### config.mk
export PLATFORM = sky130hd
export DESIGN_NAME = alu_decode_stage
export DESIGN_NICKNAME = d
export VERILOG_FILES = /design/src/rtl/alu_decode_stage.sv
export SDC_FILE = /design/constraint.sdc
export NUM_CORES = 1
export LEC_CHECK = 0
export ABC_AREA = 1
export CAP_MARGIN = 10
export CORE_MARGIN = 2
export CORE_UTILIZATION = 54
export DETAILED_ROUTE_END_ITERATION = 6
export PLACE_DENSITY = 0.81
export SLEW_MARGIN = 0
export SYNTH_ARGS = -nofsm -noshare
export SYNTH_HDL_FRONTEND = slang
export SYNTH_SLANG_ARGS = --single-unit
### constraint.sdc
create_clock -name clk -period 2.15 [get_ports clk]
set_input_delay 0.645 -clock clk [delete_from_list [all_inputs] [get_ports clk]]
set_output_delay 0.645 -clock clk [all_outputs]
set_load 0.05 [all_outputs]
### src/rtl/alu_decode_stage.sv
// RV32I decode stage: turns an instruction word into ALU control, immediate and
// operand-select bits, behind a valid/ready output register plus one skid entry.
module alu_decode_stage #(
   parameter int WIDTH = 32
) (
   input  logic             clk,
   input  logic             reset,
   input  logic             in_valid,
   output logic             in_ready,
   input  logic [31:0]      instr,
   output logic             out_valid,
   input  logic             out_ready,
   output logic [3:0]       alu_ctrl,
   output logic [WIDTH-1:0] imm,
   output logic             src_b_imm,
   output logic             illegal
);

   typedef struct packed {
      logic             illegal;
      logic             src_b_imm;
      logic [3:0]       alu_ctrl;
      logic [WIDTH-1:0] imm;
   } bundle_t;

   localparam logic [3:0] ALU_ADD  = 4'b0000;
   localparam logic [3:0] ALU_SUB  = 4'b0001;
   localparam logic [3:0] ALU_AND  = 4'b0010;
   localparam logic [3:0] ALU_OR   = 4'b0011;
   localparam logic [3:0] ALU_XOR  = 4'b0100;
   localparam logic [3:0] ALU_SLL  = 4'b0101;
   localparam logic [3:0] ALU_SRL  = 4'b0110;
   localparam logic [3:0] ALU_SRA  = 4'b0111;
   localparam logic [3:0] ALU_SLT  = 4'b1000;
   localparam logic [3:0] ALU_SLTU = 4'b1001;

   localparam logic [6:0] OPC_OP     = 7'b0110011;
   localparam logic [6:0] OPC_OPIMM  = 7'b0010011;
   localparam logic [6:0] OPC_BRANCH = 7'b1100011;
   localparam logic [6:0] OPC_LOAD   = 7'b0000011;
   localparam logic [6:0] OPC_STORE  = 7'b0100011;
   localparam logic [6:0] OPC_JAL    = 7'b1101111;
   localparam logic [6:0] OPC_JALR   = 7'b1100111;
   localparam logic [6:0] OPC_LUI    = 7'b0110111;
   localparam logic [6:0] OPC_AUIPC  = 7'b0010111;

   localparam logic [6:0] F7_BASE = 7'b0000000;
   localparam logic [6:0] F7_ALT  = 7'b0100000;

   function automatic logic [WIDTH-1:0] sext32(input logic signed [31:0] v);
      return WIDTH'(v);
   endfunction

   function automatic logic [3:0] base_op(input logic [2:0] f3);
      logic [3:0] op;
      case (f3)
         3'b000:  op = ALU_ADD;
         3'b001:  op = ALU_SLL;
         3'b010:  op = ALU_SLT;
         3'b011:  op = ALU_SLTU;
         3'b100:  op = ALU_XOR;
         3'b101:  op = ALU_SRL;
         3'b110:  op = ALU_OR;
         default: op = ALU_AND;
      endcase
      return op;
   endfunction

   function automatic bundle_t decode(input logic [31:0] w);
      bundle_t            b;
      logic               bad;
      logic [2:0]         f3;
      logic [6:0]         f7;
      logic signed [31:0] imm_i, imm_s, imm_b, imm_u, imm_j;
      b     = '0;
      bad   = 1'b0;
      f3    = w[14:12];
      f7    = w[31:25];
      imm_i = {{20{w[31]}}, w[31:20]};
      imm_s = {{20{w[31]}}, w[31:25], w[11:7]};
      imm_b = {{19{w[31]}}, w[31], w[7], w[30:25], w[11:8], 1'b0};
      imm_u = {w[31:12], 12'b0};
      imm_j = {{11{w[31]}}, w[31], w[19:12], w[20], w[30:21], 1'b0};
      case (w[6:0])
         OPC_OP: begin
            b.alu_ctrl = base_op(f3);
            if (f7 == F7_ALT && f3 == 3'b000) b.alu_ctrl = ALU_SUB;
            if (f7 == F7_ALT && f3 == 3'b101) b.alu_ctrl = ALU_SRA;
            bad = !(f7 == F7_BASE || (f7 == F7_ALT && (f3 == 3'b000 || f3 == 3'b101)));
         end
         OPC_OPIMM: begin
            b.src_b_imm = 1'b1;
            b.imm       = sext32(imm_i);
            b.alu_ctrl  = base_op(f3);
            // Shift-immediates reuse the funct7 field; only the canonical patterns are legal.
            if (f3 == 3'b001) bad = (f7 != F7_BASE);
            if (f3 == 3'b101) begin
               if (w[30]) b.alu_ctrl = ALU_SRA;
               bad = !(f7 == F7_BASE || f7 == F7_ALT);
            end
         end
         OPC_BRANCH: begin
            b.imm = sext32(imm_b);
            case (f3)
               3'b000, 3'b001: b.alu_ctrl = ALU_SUB;
               3'b100, 3'b101: b.alu_ctrl = ALU_SLT;
               3'b110, 3'b111: b.alu_ctrl = ALU_SLTU;
               default:        bad = 1'b1;
            endcase
         end
         OPC_LOAD, OPC_JALR: begin
            b.src_b_imm = 1'b1;
            b.imm       = sext32(imm_i);
         end
         OPC_STORE: begin
            b.src_b_imm = 1'b1;
            b.imm       = sext32(imm_s);
         end
         OPC_LUI, OPC_AUIPC: begin
            b.src_b_imm = 1'b1;
            b.imm       = sext32(imm_u);
         end
         OPC_JAL: begin
            b.src_b_imm = 1'b1;
            b.imm       = sext32(imm_j);
         end
         default: bad = 1'b1;
      endcase
      if (bad) begin
         b         = '0;
         b.illegal = 1'b1;
      end
      return b;
   endfunction

   bundle_t dec;
   bundle_t out_q, out_d, skid_q, skid_d;
   logic    out_valid_q, out_valid_d, skid_valid_q, skid_valid_d;
   logic    in_fire, out_fire;

   assign dec      = decode(instr);
   assign in_ready = ~skid_valid_q;
   assign in_fire  = in_valid & ~skid_valid_q;
   assign out_fire = out_valid_q & out_ready;

   always_comb begin
      out_d        = out_q;
      out_valid_d  = out_valid_q;
      skid_d       = skid_q;
      skid_valid_d = skid_valid_q;
      if (out_fire && skid_valid_q) begin
         out_d        = skid_q;
         skid_valid_d = 1'b0;
      end else if (out_fire || !out_valid_q) begin
         out_valid_d = in_fire;
         if (in_fire) out_d = dec;
      end else if (in_fire) begin
         // Output is stalled: park the new bundle so in_ready can stay registered.
         skid_d       = dec;
         skid_valid_d = 1'b1;
      end
   end

   // Output register and skid entry
   always_ff @(posedge clk) begin
      if (reset) begin
         out_q        <= '0;
         out_valid_q  <= 1'b0;
         skid_q       <= '0;
         skid_valid_q <= 1'b0;
      end else begin
         out_q        <= out_d;
         out_valid_q  <= out_valid_d;
         skid_q       <= skid_d;
         skid_valid_q <= skid_valid_d;
      end
   end

   assign out_valid = out_valid_q;
   assign alu_ctrl  = out_q.alu_ctrl;
   assign imm       = out_q.imm;
   assign src_b_imm = out_q.src_b_imm;
   assign illegal   = out_q.illegal;

endmodule

After elaboration in Yosys (flattened, before gate mapping)
Cells that the tools add are included.
Operators by class
  eq/ne operators: 17
  muxes and demuxes: 17
  bitwise logic cells: 5
  reduce and logical (&&, ||, !) cells: 29
Operator list (number)
  32-bit one-hot mux with 5 select lines: 1
  38-bit two-way mux: 4
  7-bit by 6-bit == test with 1-bit output (second input constant): 4
  4-bit one-hot mux with 7 select lines: 1
  4-bit one-hot mux with 3 select lines: 2
  7-bit == test (second input constant): 3
  4-bit two-way mux: 4
  7-bit by 5-bit == test with 1-bit output (second input constant): 2
  3-bit == test (second input constant): 4
  6-bit OR reduction: 2
  2-bit OR reduction: 5
  7-bit by 2-bit == test with 1-bit output (second input constant): 1
  7-bit zero test: 1
  7-bit nonzero test: 1
  7-bit OR reduction: 1
  3-bit by 2-bit == test with 1-bit output (second input constant): 2
  2-bit AND reduction: 3
  1-bit logical AND: 4
  1-bit logical OR: 4
  1-bit two-way mux: 4
  1-bit one-hot mux with 4 select lines: 1
  2-bit nonzero test: 2
  3-bit by 1-bit == test with 1-bit output (second input constant): 1
  1-bit zero test: 3
  5 further kinds: 8
Storage, ports and cells
  register bits: 78
  input port bits: 36
  output and inout bits: 40
  logic and storage cells: 78

Depth between registers and ports, before layout
  depth in word-level cells: 10
  gate-level depth with buffers: 13
  mapped depth without buffers: 12

Worst setup path after synthesis
No wires, ideal clock.
  path type: input to register
  from: input instr[1]
  to: register out_q, in the netlist imm[20]
  library setup time: 69 ps
  arrival time: 1909 ps
  data required time: 2081 ps
  setup slack: 172 ps
  stages on the path: 12
  path buffers: 2
  cell sequence: nand2_2 nor2_1 nand2_1 nand2_4 inv_2 nand3_2 nand2_2 nor2_4 buf_6 buf_8 nand3_2 a21oi_2
Between the ends
  cells in the longest elaborated chain, start to end: 7
  elaborated cells on any way between the ends: 18
  classes of those cells: 9 x eq/ne; 6 x mux; 3 x reduce/logical
RTL lines
  start, declared: RTL line 10  | input logic [31:0] instr,
  7-bit == test, or another cell as far along: RTL line 84  | case (w[6:0])
  6-bit OR reduction (no line), or another cell as far along
  1-bit one-hot mux with 4 select lines or 32-bit one-hot mux with 5 select lines (tied branches): RTL line 84
  38-bit two-way mux (*): RTL line 129  | if (bad) begin
  38-bit two-way mux (*): RTL line 156  | if (in_fire) out_d = dec;
  38-bit two-way mux (*): RTL line 154  | end else if (out_fire || !out_valid_q) begin
  38-bit two-way mux (*): RTL line 151  | if (out_fire && skid_valid_q) begin
  end signal, assigned: RTL line 172  | out_q <= out_d;
  end, declared: RTL line 137  | bundle_t out_q, out_d, skid_q, skid_d;
Every way passes the cells marked *; elsewhere a longest branch is shown, timed or not. The select of a mux whose other input is x is not followed.
A chain may end at the register's enable or synchronous reset.

Final worst setup path
  from: input instr[28]
  to: register out_q, in the netlist imm[12]
Between the ends
  cells in the longest elaborated chain, start to end: 9
  elaborated cells on any way between the ends: 15
  classes of those cells: 1 x eq/ne; 7 x mux; 7 x reduce/logical
RTL lines (RTL line)
  7-bit by 6-bit == test with 1-bit output or 7-bit zero test (tied branches): 89, 99
  1-bit logical OR or 1-bit logical AND (tied branches): 99, 89
  1-bit zero test or 1-bit logical OR (tied branches): 99, 89
  1-bit two-way mux or 1-bit zero test (tied branches): 97, 89
  1-bit one-hot mux with 4 select lines (*): 84
  38-bit two-way mux (*): 129
  38-bit two-way mux (*): 156
  38-bit two-way mux (*): 154
  38-bit two-way mux (*): 151
Marks and branches as above.

==> flow_summary.ini <==
[clock_tree]
cts_hold_buf = 0
cts_inserted_buffers = 9
clock-sinks = 78
cts_root_buf = clkbuf_8
cts.reportedPaths.clkPinSlew_ps = 80
cts_tree = built
clock_latency_ps = 370
cts_buffer_depth = 2
h-tree-depth = 3

[run_status]
status = finished, final reports clean

[global_route]
grt_max_degree = 41
grt_pass1_wl_um = 21300
track_usage_pct = 30.2
antenna_found_initial = 0
overflow = 0
grt_pass1_vias = 4502

[timing]
slew_viol_final = 0
finalClockSkew_ps = 12.7
slew_headroom_pct = 65.9
finalSetupViolCount = 0
hold-worst-slack_ps = 538
setup_ws_ps = 20.0
period_share_pct = 99.1
worst_slew_pin_slew_ps = 513
hold_viol_final = 0
max_freq_ghz = 0.469
min_period_ps = 2130

[placement]
dp_cells = 865
io_buffers = 75
dpl_cell_area_um2 = 5590
dp.final_hpwl_um = 8560
post-place-ws_ps = -490
gp_congestion = 0.991

[synth]
synthTopCellsByArea = dfxtp_1, nand2_1, o21ai_0, a21oi_1, inv_1
synth_seq_cells = 78
yosys_warnings = 0
yosys.area.top_type = dfxtp_1
synth.distinct_cells = 27
postSynthCellCount = 670
synth_area_um2 = 4450
ys_top_cells_by_count = nand2_1, inv_1, o21ai_0
synth_top_cell_area_share_pct = 35.1
synthFlopType = dfxtp_1
synth_edf_count = 0
yosysMostFrequentCell = nand2_1
avgSynthCellArea_um2 = 6.64
async_flop_share_pct = 0
syn-num-nets = 709
synth-seq-area-share_pct = 35.1

[power]
seqPwrFrac_pct = 47.9
vdd.ir_drop.worst_v = 0.000341
switchingPower_mw = 0.876
powerDensity_nw_per_um2 = 514
power.internal_mw = 2.24
p_leak_nw = 2.50
pwr-share-comb_pct = 15.1
sw_frac_of_total_pct = 28.1
clkPwrFrac_pct = 37.0

[detailed_routing]
highest_layer = met4
drt.antenna.violating_nets = 0
route.met2.wl_um = 6680
met1_length_um = 5450
via_per_inst = 5.52
met3_length_um = 858
first_iter_violations = 334
drc_errors = 0
wl_per_cell_um = 15.0
routed_wl_um = 13400
vias = 4933
dr.pass1.iters = 5

[worst_hold_path]
min_from = skid_q[37]$_SDFFE_PP0P_
hold_depth = 2
worstHoldPathType = register to register
hold_end = skid_q[37]$_SDFFE_PP0P_

[flow_run]
max_cap_violations = 0

[worst_setup_path]
required_ps = 2440
cp_cell_sequence = clkdlybuf4s50_1 > nor2_1 > nand2_2 > inv_1 > nand3_1 > nand3_2 > nand2_2 > nor2_4 > buf_12 > buf_12 > nand3_2 > a21oi_2
path_max_fanout = 8
rr_endpoint = skid_q[0]$_SDFFE_PP0P_
criticalPathCategory = input port to register
r2r_start = skid_valid_q$_SDFFE_PP0P_
r2r_setup_slack_ps = 700
slowest_delay_ps = 440
r2r_cells = 7
cp-start-kind = input port
crit_path_top_delay_cell = clkdlybuf4s50_1
crit_path_end_kind = register
crit_arrival_ps = 2420

[die]
die_w_um = 94.8
die_h_um = 94.8
io_pins = 76
coreArea_um2 = 8090
initial_utilization_pct = 55.0
dieArea_um2 = 8990
rows = 33

[finish]
synthToLayoutAreaGrowth_pct = 36.4
drive_above_1_share_pct = 25.1
utilization_pct = 75.0
finalNetCount = 823
stdcell_count = 893
antenna_cells = 0
design_area_um2 = 6070
[per-layer routing]
metal | vias to the layer above | global-route usage, %
li1 | 2406 | -
met1 | 2281 | 36.4
met2 | 210 | 53.3
met3 | 36 | 5.51
met4 | 0 | 11.2
met5 | - | 0
[stage by stage]
stage	power (mW)	setup TNS [ps]
finish	3.12	0
global route	3.21	-225
CTS	3.10	0
detailed placement	1.95	-30260
global placement	1.94	-25890
floorplan	1.74	0
[layout by cell type (no fill, tap or decap), types with 2 or more instances in the layout]
master | Yosys | routed
nand2_1 | 147 | 138
inv_1 | 95 | 93
buf_4 | 0 | 90
o21ai_0 | 83 | 81
dfxtp_1 | 78 | 78
a21oi_1 | 73 | 67
nand3_1 | 57 | 55
clkdlybuf4s50_1 | 0 | 24
nand3_2 | 21 | 23
nand4_1 | 19 | 19
a21oi_2 | 11 | 17
nand2_2 | 4 | 12
clkbuf_8 | 0 | 10
buf_12 | 1 | 10
nor2_1 | 16 | 9
dlygate4sd2_1 | 0 | 9
nor2_4 | 3 | 8
inv_2 | 5 | 7
dlymetal6s2s_1 | 0 | 7
nor2_2 | 2 | 4
buf_6 | 4 | 4
ha_1 | 3 | 3
nor3_1 | 3 | 2
nand2_4 | 1 | 2
o21ai_2 | 0 | 2
o21ai_1 | 2 | 2
buf_16 | 0 | 2
[power by group through the flow]
stage	clock (mW)	combinational [mW]	sequential, mW
final	1.16	0.470	1.49
after global routing	1.21	0.503	1.50
after CTS	1.16	0.447	1.49
after detailed placement	0	0.421	1.53
after global placement	0	0.414	1.53
after floorplan	0	0.199	1.54
[registers in the layout, summed over array words and instances, names as in the netlist]
name / cells
alu_ctrl: 4
skid_q: 38
out_valid: 1
skid_valid_q: 1
imm: 32
illegal: 1
src_b_imm: 1
[cell type report]
type,instances,area [µm²]
multi-input combinational,448,2400
fill,604,2020
sequential,78,1560
timing repair buffer,147,1410
inverter,100,375
clock buffer,11,141
tap,105,131
clock inverter,4,55.1
[critical path: cells and delay by family]
family / cells / cell delay [ps]
and+or+nand+nor: 7 / 800
buffers and inverters: 4 / 840
AOI/OAI and AO/OA: 1 / 140
[worst max path at each step]
stage / from / to / slack (ps) / cells after the start
global placement: instr[1] / imm[12]$_SDFFE_PP0P_ / -390 / 12
floorplan: instr[1] / imm[20]$_SDFFE_PP0P_ / 170 / 12
global route: instr[27] / imm[10]$_SDFFE_PP0P_ / -40 / 12
finish: instr[28] / imm[12]$_SDFFE_PP0P_ / 20 / 12
detailed placement: instr[1] / imm[12]$_SDFFE_PP0P_ / -490 / 12
CTS: imm[18]$_SDFFE_PP0P_ / imm[18] / 4 / 1
[cell families (layout without fill, tap and decap cells)]
kind of cell / Yosys count / after routing / synth area share [%]
simple gates: 275 / 275 / 30.4
compound gates: 170 / 170 / 20.1
buf+inv: 144 / 262 / 13.6
flops: 78 / 78 / 35.1
fa+ha+maj: 3 / 3 / 0.843
[repair_timing]
action,in CTS,in global routing
pin swaps,11,9
buffers inserted,6,4
setup endpoints to repair,70,78
gates resized for setup,29,25
gates cloned,2,1
Note: power is estimated with default switching activity, not from simulation.
